[config.mk]
export PLATFORM = sky130hd
export DESIGN_NAME = fc_layer_seq_flat
export DESIGN_NICKNAME = d
export VERILOG_FILES = /design/src/rtl/fc_layer_seq_pkg.sv /design/src/rtl/fc_layer_seq_if.sv /design/src/rtl/fc_layer_seq_mac.sv /design/src/rtl/fc_layer_seq.sv /design/src/flat_wrapper.sv
export SDC_FILE = /design/constraint.sdc
export NUM_CORES = 2
export LEC_CHECK = 0
export CORE_UTILIZATION = 61
export CTS_CLUSTER_SIZE = 14
export DETAILED_ROUTE_END_ITERATION = 10
export DONT_BUFFER_PORTS = 1
export PLACE_DENSITY = 0.77
export SLEW_MARGIN = 30
export SYNTH_ARGS = -nofsm -noshare
export SYNTH_HDL_FRONTEND = slang
export SYNTH_HIERARCHICAL = 1
export SYNTH_SLANG_ARGS = --single-unit
[constraint.sdc]
create_clock -name clk -period 16.65 [get_ports clk]
set_input_delay 2.4975 -clock clk [delete_from_list [all_inputs] [get_ports clk]]
set_output_delay 2.4975 -clock clk [all_outputs]
set_load 0.005 [all_outputs]
[src/rtl/fc_layer_seq_pkg.sv]
// Shared state encoding, parameter-memory address map and output-stage arithmetic
// for the sequential fully connected layer.
package fc_pkg;

  typedef logic [1:0] state_t;

  localparam state_t ST_IDLE    = 2'd0;
  localparam state_t ST_COMPUTE = 2'd1;
  localparam state_t ST_OUTPUT  = 2'd2;

  // Weights occupy [0, in*out); biases follow immediately after.
  function automatic int weight_base();
    return 0;
  endfunction

  function automatic int bias_base(input int in_f, input int out_f);
    return in_f * out_f;
  endfunction

  function automatic int prm_depth(input int in_f, input int out_f);
    return out_f * (in_f + 1);
  endfunction

  function automatic int idx_width(input int n);
    return (n > 1) ? $clog2(n) : 1;
  endfunction

  // Floor shift by frac, then clamp to a signed width-bit range.
  function automatic logic signed [63:0] shift_sat(input logic signed [63:0] val,
                                                   input int frac, input int width);
    logic signed [63:0] s;
    logic signed [63:0] hi;
    logic signed [63:0] lo;
    s  = val >>> frac;
    hi = (64'sd1 <<< (width - 1)) - 64'sd1;
    lo = -(64'sd1 <<< (width - 1));
    if (s > hi)      return hi;
    else if (s < lo) return lo;
    else             return s;
  endfunction

endpackage

[src/rtl/fc_layer_seq_if.sv]
// Streaming input/output handshakes plus the parameter write port of fc_layer_seq.
interface fc_layer_seq_if
  import fc_pkg::*;
#(
  parameter int IN_FEATURES  = 16,
  parameter int OUT_FEATURES = 8,
  parameter int DATA_SIZE    = 8,
  parameter int ADDR_W       = $clog2(prm_depth(IN_FEATURES, OUT_FEATURES))
);
  logic                              in_valid;
  logic                              in_ready;
  logic [IN_FEATURES*DATA_SIZE-1:0]  in_data;
  logic                              out_valid;
  logic                              out_ready;
  logic [OUT_FEATURES*DATA_SIZE-1:0] out_data;
  logic                              prm_we;
  logic [ADDR_W-1:0]                 prm_addr;
  logic [DATA_SIZE-1:0]              prm_data;
  logic                              busy;

  modport slave (
    input  in_valid, in_data, out_ready, prm_we, prm_addr, prm_data,
    output in_ready, out_valid, out_data, busy
  );

  modport master (
    output in_valid, in_data, out_ready, prm_we, prm_addr, prm_data,
    input  in_ready, out_valid, out_data, busy
  );
endinterface

[src/rtl/fc_layer_seq_mac.sv]
// Single signed MAC with bias-initialised accumulation and the shift/saturate/ReLU
// output stage; res_o reflects the sum being written this cycle.
module fc_mac_unit
  import fc_pkg::*;
#(
  parameter int DATA_SIZE = 8,
  parameter int ACC_SIZE  = 24,
  parameter int FRAC_BITS = 0,
  parameter int RELU      = 0
) (
  input  logic                        clk,
  input  logic                        rst_n,
  input  logic                        en_i,
  input  logic                        first_i,
  input  logic signed [DATA_SIZE-1:0] x_i,
  input  logic signed [DATA_SIZE-1:0] w_i,
  input  logic signed [DATA_SIZE-1:0] b_i,
  output logic signed [DATA_SIZE-1:0] res_o
);
  logic signed [2*DATA_SIZE-1:0] prod;
  logic signed [ACC_SIZE-1:0]    prod_ext;
  logic signed [ACC_SIZE-1:0]    bias_ext;
  logic signed [ACC_SIZE-1:0]    sum_d;
  logic signed [ACC_SIZE-1:0]    acc_q;
  logic signed [63:0]            sat;

  assign prod     = x_i * w_i;
  assign prod_ext = ACC_SIZE'(prod);
  assign bias_ext = ACC_SIZE'(b_i) <<< FRAC_BITS;
  assign sum_d    = first_i ? (bias_ext + prod_ext) : (acc_q + prod_ext);

  always_ff @(posedge clk) begin
    if (!rst_n)    acc_q <= '0;
    else if (en_i) acc_q <= sum_d;
  end

  assign sat   = shift_sat({{(64-ACC_SIZE){sum_d[ACC_SIZE-1]}}, sum_d}, FRAC_BITS, DATA_SIZE);
  assign res_o = ((RELU != 0) && (sat < 0)) ? '0 : sat[DATA_SIZE-1:0];
endmodule

[src/rtl/fc_layer_seq.sv]
// Sequential fully connected layer: FSM, index counters, input/output registers and
// parameter memory around one time-multiplexed MAC.
module fc_layer_seq
  import fc_pkg::*;
#(
  parameter int IN_FEATURES  = 16,
  parameter int OUT_FEATURES = 8,
  parameter int DATA_SIZE    = 8,
  parameter int ACC_SIZE     = 24,
  parameter int FRAC_BITS    = 0,
  parameter int RELU         = 0,
  parameter int ADDR_W       = $clog2(prm_depth(IN_FEATURES, OUT_FEATURES))
) (
  input  logic clk,
  input  logic rst_n,
  fc_layer_seq_if.slave bus
);
  localparam int NW    = IN_FEATURES * OUT_FEATURES;
  localparam int DEPTH = prm_depth(IN_FEATURES, OUT_FEATURES);
  localparam int BBASE = bias_base(IN_FEATURES, OUT_FEATURES);
  localparam int IW    = idx_width(IN_FEATURES);
  localparam int JW    = idx_width(OUT_FEATURES);
  localparam int WAW   = idx_width(NW);
  localparam logic [IW-1:0] I_LAST = IW'(IN_FEATURES - 1);
  localparam logic [JW-1:0] J_LAST = JW'(OUT_FEATURES - 1);

  state_t state_q, state_d;
  logic [IW-1:0]  i_q, ip_q;
  logic [JW-1:0]  j_q, jp_q;
  logic [WAW-1:0] waddr_q;
  logic issue_done_q, vld_q, first_q, last_q;

  logic signed [DATA_SIZE-1:0] w_mem [NW];
  logic signed [DATA_SIZE-1:0] b_mem [OUT_FEATURES];
  logic signed [DATA_SIZE-1:0] w_rd_q, b_rd_q;
  logic signed [DATA_SIZE-1:0] in_q  [IN_FEATURES];
  logic signed [DATA_SIZE-1:0] out_q [OUT_FEATURES];
  logic signed [DATA_SIZE-1:0] mac_res;
  logic [ADDR_W-1:0]           b_off;

  logic accept, issue, row_done, all_done, prm_ok, prm_is_w;

  assign accept   = (state_q == ST_IDLE) && bus.in_valid;
  assign issue    = (state_q == ST_COMPUTE) && !issue_done_q;
  assign row_done = vld_q && last_q;
  assign all_done = row_done && (jp_q == J_LAST);
  assign prm_ok   = bus.prm_we && (state_q == ST_IDLE) &&
                    ({1'b0, bus.prm_addr} < (ADDR_W+1)'(DEPTH));
  assign prm_is_w = {1'b0, bus.prm_addr} < (ADDR_W+1)'(BBASE + weight_base());
  assign b_off    = bus.prm_addr - ADDR_W'(BBASE);

  always_comb begin
    state_d = state_q;
    case (state_q)
      ST_IDLE:    if (accept)        state_d = ST_COMPUTE;
      ST_COMPUTE: if (all_done)      state_d = ST_OUTPUT;
      ST_OUTPUT:  if (bus.out_ready) state_d = ST_IDLE;
      default:                       state_d = ST_IDLE;
    endcase
  end

  // Registered-read parameter memory; reads run one cycle ahead of the MAC stage.
  always_ff @(posedge clk) begin
    if (prm_ok) begin
      if (prm_is_w) w_mem[bus.prm_addr[WAW-1:0]] <= bus.prm_data;
      else          b_mem[b_off[JW-1:0]]         <= bus.prm_data;
    end
    w_rd_q <= w_mem[waddr_q];
    b_rd_q <= b_mem[j_q];
  end

  always_ff @(posedge clk) begin
    if (!rst_n) begin
      state_q      <= ST_IDLE;
      i_q          <= '0;
      j_q          <= '0;
      waddr_q      <= '0;
      issue_done_q <= 1'b0;
      vld_q        <= 1'b0;
      first_q      <= 1'b0;
      last_q       <= 1'b0;
      ip_q         <= '0;
      jp_q         <= '0;
    end else begin
      state_q <= state_d;
      vld_q   <= issue;
      first_q <= (i_q == '0);
      last_q  <= (i_q == I_LAST);
      ip_q    <= i_q;
      jp_q    <= j_q;
      if (accept) begin
        i_q          <= '0;
        j_q          <= '0;
        waddr_q      <= '0;
        issue_done_q <= 1'b0;
      end else if (issue) begin
        if (i_q != I_LAST) begin
          i_q     <= i_q + 1'b1;
          waddr_q <= waddr_q + 1'b1;
        end else if (j_q != J_LAST) begin
          i_q     <= '0;
          j_q     <= j_q + 1'b1;
          waddr_q <= waddr_q + 1'b1;
        end else begin
          issue_done_q <= 1'b1;
        end
      end
    end
  end

  always_ff @(posedge clk) begin
    if (accept) begin
      for (int k = 0; k < IN_FEATURES; k++) in_q[k] <= bus.in_data[k*DATA_SIZE +: DATA_SIZE];
    end
  end

  always_ff @(posedge clk) begin
    if (!rst_n) begin
      for (int k = 0; k < OUT_FEATURES; k++) out_q[k] <= '0;
    end else if (row_done) begin
      out_q[jp_q] <= mac_res;
    end
  end

  fc_mac_unit #(
    .DATA_SIZE (DATA_SIZE),
    .ACC_SIZE  (ACC_SIZE),
    .FRAC_BITS (FRAC_BITS),
    .RELU      (RELU)
  ) u_mac (
    .clk     (clk),
    .rst_n   (rst_n),
    .en_i    (vld_q),
    .first_i (first_q),
    .x_i     (in_q[ip_q]),
    .w_i     (w_rd_q),
    .b_i     (b_rd_q),
    .res_o   (mac_res)
  );

  always_comb begin
    bus.out_data = '0;
    for (int k = 0; k < OUT_FEATURES; k++) bus.out_data[k*DATA_SIZE +: DATA_SIZE] = out_q[k];
  end

  assign bus.in_ready  = (state_q == ST_IDLE);
  assign bus.out_valid = (state_q == ST_OUTPUT);
  assign bus.busy      = (state_q != ST_IDLE);
endmodule

[src/flat_wrapper.sv]
// flat-port wrapper written by rule: the top's interface ports become plain ports
module fc_layer_seq_flat import fc_pkg::*;
#(
  parameter int IN_FEATURES  = 16,
  parameter int OUT_FEATURES = 8,
  parameter int DATA_SIZE    = 8,
  parameter int ACC_SIZE     = 24,
  parameter int FRAC_BITS    = 0,
  parameter int RELU         = 0,
  parameter int ADDR_W       = $clog2(prm_depth(IN_FEATURES, OUT_FEATURES))
)
  (clk, rst_n, bus_in_valid, bus_in_data, bus_out_ready, bus_prm_we, bus_prm_addr, bus_prm_data, bus_in_ready, bus_out_valid, bus_out_data, bus_busy);
  fc_layer_seq_if #(.IN_FEATURES(IN_FEATURES), .OUT_FEATURES(OUT_FEATURES), .DATA_SIZE(DATA_SIZE), .ADDR_W(ADDR_W)) bus_i ();
  input  logic clk;
  input  logic rst_n;
  input wire logic [$bits(bus_i.in_valid)-1:0] bus_in_valid;
  input wire logic [$bits(bus_i.in_data)-1:0] bus_in_data;
  input wire logic [$bits(bus_i.out_ready)-1:0] bus_out_ready;
  input wire logic [$bits(bus_i.prm_we)-1:0] bus_prm_we;
  input wire logic [$bits(bus_i.prm_addr)-1:0] bus_prm_addr;
  input wire logic [$bits(bus_i.prm_data)-1:0] bus_prm_data;
  output wire logic [$bits(bus_i.in_ready)-1:0] bus_in_ready;
  output wire logic [$bits(bus_i.out_valid)-1:0] bus_out_valid;
  output wire logic [$bits(bus_i.out_data)-1:0] bus_out_data;
  output wire logic [$bits(bus_i.busy)-1:0] bus_busy;
  assign bus_i.in_valid = bus_in_valid;
  assign bus_i.in_data = bus_in_data;
  assign bus_i.out_ready = bus_out_ready;
  assign bus_i.prm_we = bus_prm_we;
  assign bus_i.prm_addr = bus_prm_addr;
  assign bus_i.prm_data = bus_prm_data;
  assign bus_in_ready = bus_i.in_ready;
  assign bus_out_valid = bus_i.out_valid;
  assign bus_out_data = bus_i.out_data;
  assign bus_busy = bus_i.busy;
  fc_layer_seq #(.IN_FEATURES(IN_FEATURES), .OUT_FEATURES(OUT_FEATURES), .DATA_SIZE(DATA_SIZE), .ACC_SIZE(ACC_SIZE), .FRAC_BITS(FRAC_BITS), .RELU(RELU), .ADDR_W(ADDR_W)) u_core (.clk(clk), .rst_n(rst_n), .bus(bus_i));
endmodule
### After elaboration in Yosys (flattened, before gate mapping)

Memory sizes are Yosys's and may differ from the RTL's. A register that Yosys moved wholly into a read port is not among the register bits.
Cells that the tools add are included.

| storage, ports and cells | value |
|---|---|
| latch bits | 0 |
| memories | 4 |
| bits in read-only memories | 0 |
| RAM bits | 1280 |
| register bits | 47 |

Memory list:

| name | depth | width | rd ports | clocked after Yosys merged registers in | write ports | RTL line | RTL |
|---|---|---|---|---|---|---|---|
| u_core.w_mem | 128 | 8 | 1 | 1 | 1 | fc_layer_seq.sv:33 | `logic signed [DATA_SIZE-1:0] w_mem [NW];` |
| u_core.in_q | 16 | 8 | 1 | 1 | 16 | fc_layer_seq.sv:36 | `logic signed [DATA_SIZE-1:0] in_q [IN_FEATURES];` |
| u_core.b_mem | 8 | 8 | 1 | 1 | 1 | fc_layer_seq.sv:34 | `logic signed [DATA_SIZE-1:0] b_mem [OUT_FEATURES];` |
| u_core.out_q | 8 | 8 | 8 | 0 | 8 | fc_layer_seq.sv:37 | `logic signed [DATA_SIZE-1:0] out_q [OUT_FEATURES];` |

| operators by class | value |
|---|---|
| bitwise operators | 3 |
| add/sub/neg operators | 6 |
| order comparisons | 4 |
| muxes and demuxes | 27 |
| $mul | 1 |
| eq/ne operators | 9 |
| shift operators | 0 |
| div/mod/pow operators | 0 |
| reduce and logical (&&, ||, !) cells | 17 |

Operators by type and width:

| cell | number |
|---|---|
| adder 24 x 16 -> 24 bit | 1 |
| > comparator 24 x 8 -> 1 bit (second input constant) | 1 |
| less-than comparator 24 x 8 -> 1 bit (second input constant) | 1 |
| 2-to-1 mux 24 bit | 1 |
| 2-to-1 mux 8 bit | 3 |
| adder 8 x 16 -> 17 bit | 1 |
| less-than comparator 8 bit (second input constant) | 2 |
| multiplier 8 x 8 -> 16 bit | 1 |
| 2-to-1 mux 7 bit | 2 |
| 2-to-1 mux 1 bit | 13 |
| 2-to-1 mux 4 bit | 3 |
| AND reduction 3 bit | 3 |
| OR reduction 8 bit | 1 |
| adder 7 x 1 -> 7 bit (second input constant) | 1 |
| logical AND 1 bit | 6 |
| 2-to-1 mux 2 bit | 3 |
| case mux 2 bit (3 select lines) | 1 |
| adder 4 x 1 -> 4 bit (second input constant) | 1 |
| == test 4 bit (second input constant) | 1 |
| logical NOT 4 bit | 1 |
| inequality test 2 x 1 -> 1 bit (second input constant) | 2 |
| inequality test 4 bit (second input constant) | 1 |
| nonzero test 2 bit | 2 |
| adder 3 x 1 -> 3 bit (second input constant) | 1 |
| other kinds (12) | 14 |

### Logic depth before layout (Yosys ltp)

| depth | value |
|---|---|
| depth in word-level cells | 7 |
| depth in mapped cells | 36 |
| mapped depth without buffers | 34 |

### By module

Netlist, hierarchy kept.

By module, submodules not included:

| module | area each (um2) | cells each | instances | seq. area each (um2) |
|---|---|---|---|---|
| fc_layer_seq | 51100.3 | 2499 | 1 | 39297.7 |
| fc_mac_unit | 5810.6 | 704 | 1 | 480.5 |

### Least setup slack after synthesis

OpenSTA, ideal clock, no wires.

| path | value |
|---|---|
| path kind | reg-to-reg |
| start | reg with a tool-made name |
| end | mem u_core.out_q[0][0] (data pin) |
| required time | 16.395 ns |
| path buffers | 3 |
| slack | 8.085 ns |
| data arrival time | 8.311 ns |
| cell stages (with the launch flop) | 33 |
| cells stage by stage | dfxtp_1 -> clkbuf_1 -> buf_2 -> mux4_2 -> mux4_2 -> and2_1 -> fa_1 -> inv_1 -> fa_1 -> inv_1 -> fa_1 -> inv_1 -> fa_1 -> inv_1 -> ha_1 -> o211ai_1 -> a21oi_1 -> nand4_1 -> a31oi_1 -> xnor2_1 -> ha_1 -> buf_2 -> a21oi_1 -> o21ai_1 -> or3_2 -> nor2_1 -> a21oi_2 -> mux2i_1 -> or4_4 -> and2_4 -> o22ai_4 -> o21ai_1 -> and2_1 |

RTL lines:

| what | RTL line |
|---|---|
| to (decl) | fc_layer_seq.sv:37 |

==> summary by stage <==
Status
The run finished with clean final reports.

CTS
The post-cts sizing count is 0. The CTS tree is built. The clock insertion delay at the later pin of the skew report is 0.75 ns. For this design, the CTS-stage hold fixing added 0 buffers. The count of H-tree levels built during CTS is 4. Post-CTS timing repair inserted 0 buffers for setup. Clock tree synthesis inserted a total of 135 buffers. The clock drives 1347 sinks. Counting along the longest clock path gives a buffer depth of 3. The post-CTS clock slew at the launch and capture registers of the worst setup and hold paths is 0.06 ns. The root buffer cell chosen for the clock tree is clkbuf_16.

Floorplanning
between 200 and 250 I/O pins were placed. Measured along the y axis, the die boundary spans 307.4 µm. The initial core utilization is 61.81%. The total die area is 94520 µm². The row count is roughly 110. After floorplanning, the core was sized to cover 92080 µm². The horizontal die dimension is 307.4 µm.

Yosys
Summing the sequential cell areas from Yosys gives 69.90% of the chip area. The distinct cell type count of the synthesized netlist is just under 100. The multiplexer share of the synthesized area is 13.23%. Of the total synthesized cell area, the portion taken by full adders, half adders and majority gates is 3.676%.

The proportion of synthesized flip-flops having asynchronous set or reset is 0%. The number of synthesis warnings is 6. The synthesized design contains between 1000 and 1500 register bits. The synthesized netlist devotes 4.663% of its cell area to compound gates. The most used flip-flop cell after synthesis is edfxtp_1. The gate count of the mapped netlist is 3203.

The main combinational cell family by area after synthesis is multiplexers. Summing the areas of all and, or, nand and nor instances in the mapped netlist gives under 10% of the synthesized area. A synthesized cell averages roughly 18 µm². The xor/xnor cell area share of the yosys netlist is 0.7695%.

Yosys mapped a number of flops with a built-in enable equal to 1280. After synthesis the cells add up to 56910 µm². Counting every net in the synthesized netlist gives between 3000 and 4000.

Global routing
Global routing finished with a remaining overflow of 0. The all-layer global routing usage is between 20% and 30%. The number of antenna violations at the first check in global routing came to 13. The via count of the first global-routing pass is 30350. The wire length of the first global-routing pass is 194700 µm. The maximum number of pins on one net before global-route repair is 137.

Power and ir drop
For this design the static power due to leakage is 19.74 nW. The switching power as a share of total power is 32.29%. The internal power consumption is 6.482 mW. For this design the total switching power over the nets is 3.092 mW. The combinational fraction of design power is 30.0%. The largest voltage drop on the vdd net is around 0.00018 V.

The sequential share of power is 39.5%. Total power for the finished layout comes to between 9 and 10 mW. The clock network burns 30.6% of the power.

Dividing total power by cell area gives a power density of between 150 and 200 nW/µm².

Routing
The total length of routed wires is 132700 µm. The remaining design rule violation count is 0. In the routed layout, each cell is associated on average with a via count of around 6.6. Wire segments on met3 add up to 12470 µm in the final route. The wire length per cell is 28.97 µm. The detailed router put a total of 48080 µm of wire on met1.

The first detailed-routing pass took 6 iterations. The detailed router finished its first iteration with 3293 violations. The highest layer touched by signal routing is met4. For this block, the via count after detailed routing is a little over 30000. The residual antenna-violating net count after detailed routing is 0. The sum of met2 wire segment lengths after detailed routing is 66920 µm.

STA
For the pin with the worst max-slew slack, the measured transition is 1.128 ns. Summed over all failing endpoints, the final setup total negative slack is 0 ns. The maximum clock frequency is 0.1054 GHz.

The post-route clock skew is 0.02510 ns. The total of endpoints with negative setup slack in the final report is 0. The minimum period implied by the final worst setup slack is about 9.5 ns. Setup repair after global routing left no endpoint under its margin.

The worst slew slack as a fraction of its limit is 24.13%. On the final layout, the worst hold slack is 0.4675 ns. The fraction of the cycle the final worst path needs is 56.98%. The number of pins exceeding their max-slew limit in the final report is 0. The number of hold violations in the final report is 0.

Worst setup path
STA puts the critical path data arrival time at a little over 10 ns. In this design, the largest share of critical-path delay is due to adder cells. The worst endpoint required time is 17.24 ns. Of all nets on the critical path, the largest fanout is 32.

The type of element launching the critical path is a flip-flop. In this design, the stage delay of the slowest critical-path cell is 0.76 ns. The count of buffering cells on the critical path with inverters included is 4. On the critical path, the stage with the largest delay is an instance of dfxtp_4. The register-to-register setup slack is 7.16 ns. The path type of the worst setup path is flip-flop to flip-flop.

STA classifies the critical path endpoint as a flip-flop.

Layout
The count of nets after finishing is ~3500. After filler insertion, the fill cell instance count of the layout stands at 5757. Relative to the synthesized area, the layout overhead comes to 9.078%.

The fraction of the core area covered by cells at the end of the flow is about two thirds. The area of the multi-input gates is 15840 µm². The fraction of final layout cells sized beyond drive strength 1 is 15.74%. Registers take 39790 µm².

Placement
The detailed-placement wirelength estimate is 80510 µm. The placer congestion estimate is roughly 0.88. The number of buffers inserted by port buffering is 0.

Hold path
The min-delay analysis places its worst path in the category flip-flop to flip-flop.

Flow run
Across the run, the number of max-cap violations was 0.
## worst reg2reg max path: cells and delay by family (launching register included)
kind,cells,cell delay (ns)
adders and majority gates,6,2.73
AOI/OAI and AO/OA,11,2.71
and+or+nand+nor,8,1.60
muxes,2,1.26
DFF,1,0.76
buffers and inverters,4,0.20
xor gates and xnor gates,1,0.12
## worst paths after layout
kind / end / start / depth (start not counted)
worst min register to register: u_core/issue_done_q / u_core/issue_done_q / 2
worst min-delay path: u_core/issue_done_q / u_core/issue_done_q / 2
worst max register to register: u_core/out_q[2][4] / flip-flop / 32
worst max-delay path: u_core/out_q[2][4] / flip-flop / 32
## flip-flops by register name, summed over array words and instances, names as in the netlist, named ones only
register	flops
u_core/j_q	3
u_core/b_rd_q	8
u_core/last_q	1
u_core/i_q	4
u_core/vld_q	1
u_core/u_mac/acc_q	24
u_core/state_q	2
u_core/b_mem	64
u_core/out_q	64
u_core/waddr_q	7
u_core/issue_done_q	1
u_core/w_rd_q	8
u_core/in_q	128
u_core/jp_q	3
u_core/w_mem	1024
u_core/first_q	1
## power by group through the flow
| stage | Sequential (mW) | Combinational (mW) | Clock (mW) |
|---|---|---|---|
| floorplan | 3.84 | 2.12 | 0 |
| global placement | 3.85 | 2.74 | 0 |
| detailed placement | 3.85 | 2.79 | 0 |
| CTS | 3.78 | 2.82 | 2.95 |
| global route | 3.78 | 3.13 | 3.07 |
| finish | 3.78 | 2.87 | 2.93 |
## synth_stat cells, types with 6 or more instances
cell / instances / area (µm²)
o32a_1: 6 / 60.06
o21a_1: 13 / 97.59
o211ai_1: 15 / 112.6
nand2_1: 107 / 401.6
nand3_1: 33 / 165.2
a22o_1: 16 / 140.1
nand2b_1: 19 / 118.9
nor2_1: 219 / 822.0
mux4_2: 242 / 5450
mux2i_1: 161 / 1612
o221ai_1: 21 / 183.9
or3_1: 8 / 50.05
edfxtp_1: 1280 / 38440
clkbuf_1: 46 / 172.7
nand4_1: 19 / 118.9
a41oi_1: 6 / 52.55
buf_6: 23 / 259.0
buf_1: 6 / 22.52
a221oi_1: 13 / 113.9
mux2_2: 25 / 281.5
dfxtp_1: 67 / 1341
a211oi_1: 34 / 255.2
xor2_1: 20 / 175.2
nor3_1: 22 / 110.1
ha_1: 76 / 950.9
mux4_1: 7 / 183.9
fa_1: 57 / 1141
a21oi_1: 63 / 315.3
buf_4: 27 / 202.7
o21ai_1: 8 / 40.04
a22oi_1: 40 / 300.3
nor2b_1: 25 / 156.4
and3_1: 10 / 62.56
inv_1: 102 / 382.9
a21o_1: 16 / 120.1
a31oi_1: 11 / 68.82
and2_1: 120 / 750.7
buf_2: 34 / 170.2
xnor2_1: 30 / 262.8
o21ai_0: 38 / 190.2
## layout by cell type (no fill, tap or decap), types with 28 or more instances in the layout
cell,netlist,routed
a211oi_1,34,34
a21oi_1,63,62
a22oi_1,40,40
and2_1,120,120
clkbuf_1,46,28
clkbuf_16,0,138
clkinv_1,2,34
dfxtp_1,67,62
edfxtp_1,1280,1280
fa_1,57,57
ha_1,76,76
inv_1,102,102
mux2i_1,161,161
mux4_2,242,242
nand2_1,107,103
nand3_1,33,31
nor2_1,219,219
o21ai_0,38,32
xnor2_1,30,30
## cells by family after synthesis
| family | count (synthesis) |
|---|---|
| adders and majority gates | 133 |
| buffers and inverters | 248 |
| and+or+nand+nor | 625 |
| xor gates and xnor gates | 50 |
| AOI/OAI and AO/OA | 365 |
| muxes | 435 |
| DFF | 1347 |
## metal layers
metal | up-vias | global-route usage (%)
li1 | 12710 | -
met4 | 0 | 12.45
met2 | 1722 | 46.66
met1 | 15670 | 37.11
met3 | 284 | 5.292
met5 | - | 0
## stage by stage
step	instances	setup WS (ns)	area (µm²)
after global routing	4581	6.392	62080
after floorplan	3203	8.085	56910
after detailed placement	4329	7.356	57820
after CTS	4571	7.263	62030
final	4581	7.162	62080
after global placement	4329	7.152	57810
## layout make-up
cell class | instances | share of cell area (%)
diodes | 9 | 0.03628
multi-input cells | 1608 | 25.52
flip-flops and latches | 1347 | 64.10
inverters | 105 | 0.6349
clock buffers | 168 | 5.777
well taps | 1243 | 2.505
repair buffers | 27 | 0.4071
clock inverters | 74 | 1.016
Note: power is estimated with default switching activity, not from simulation.
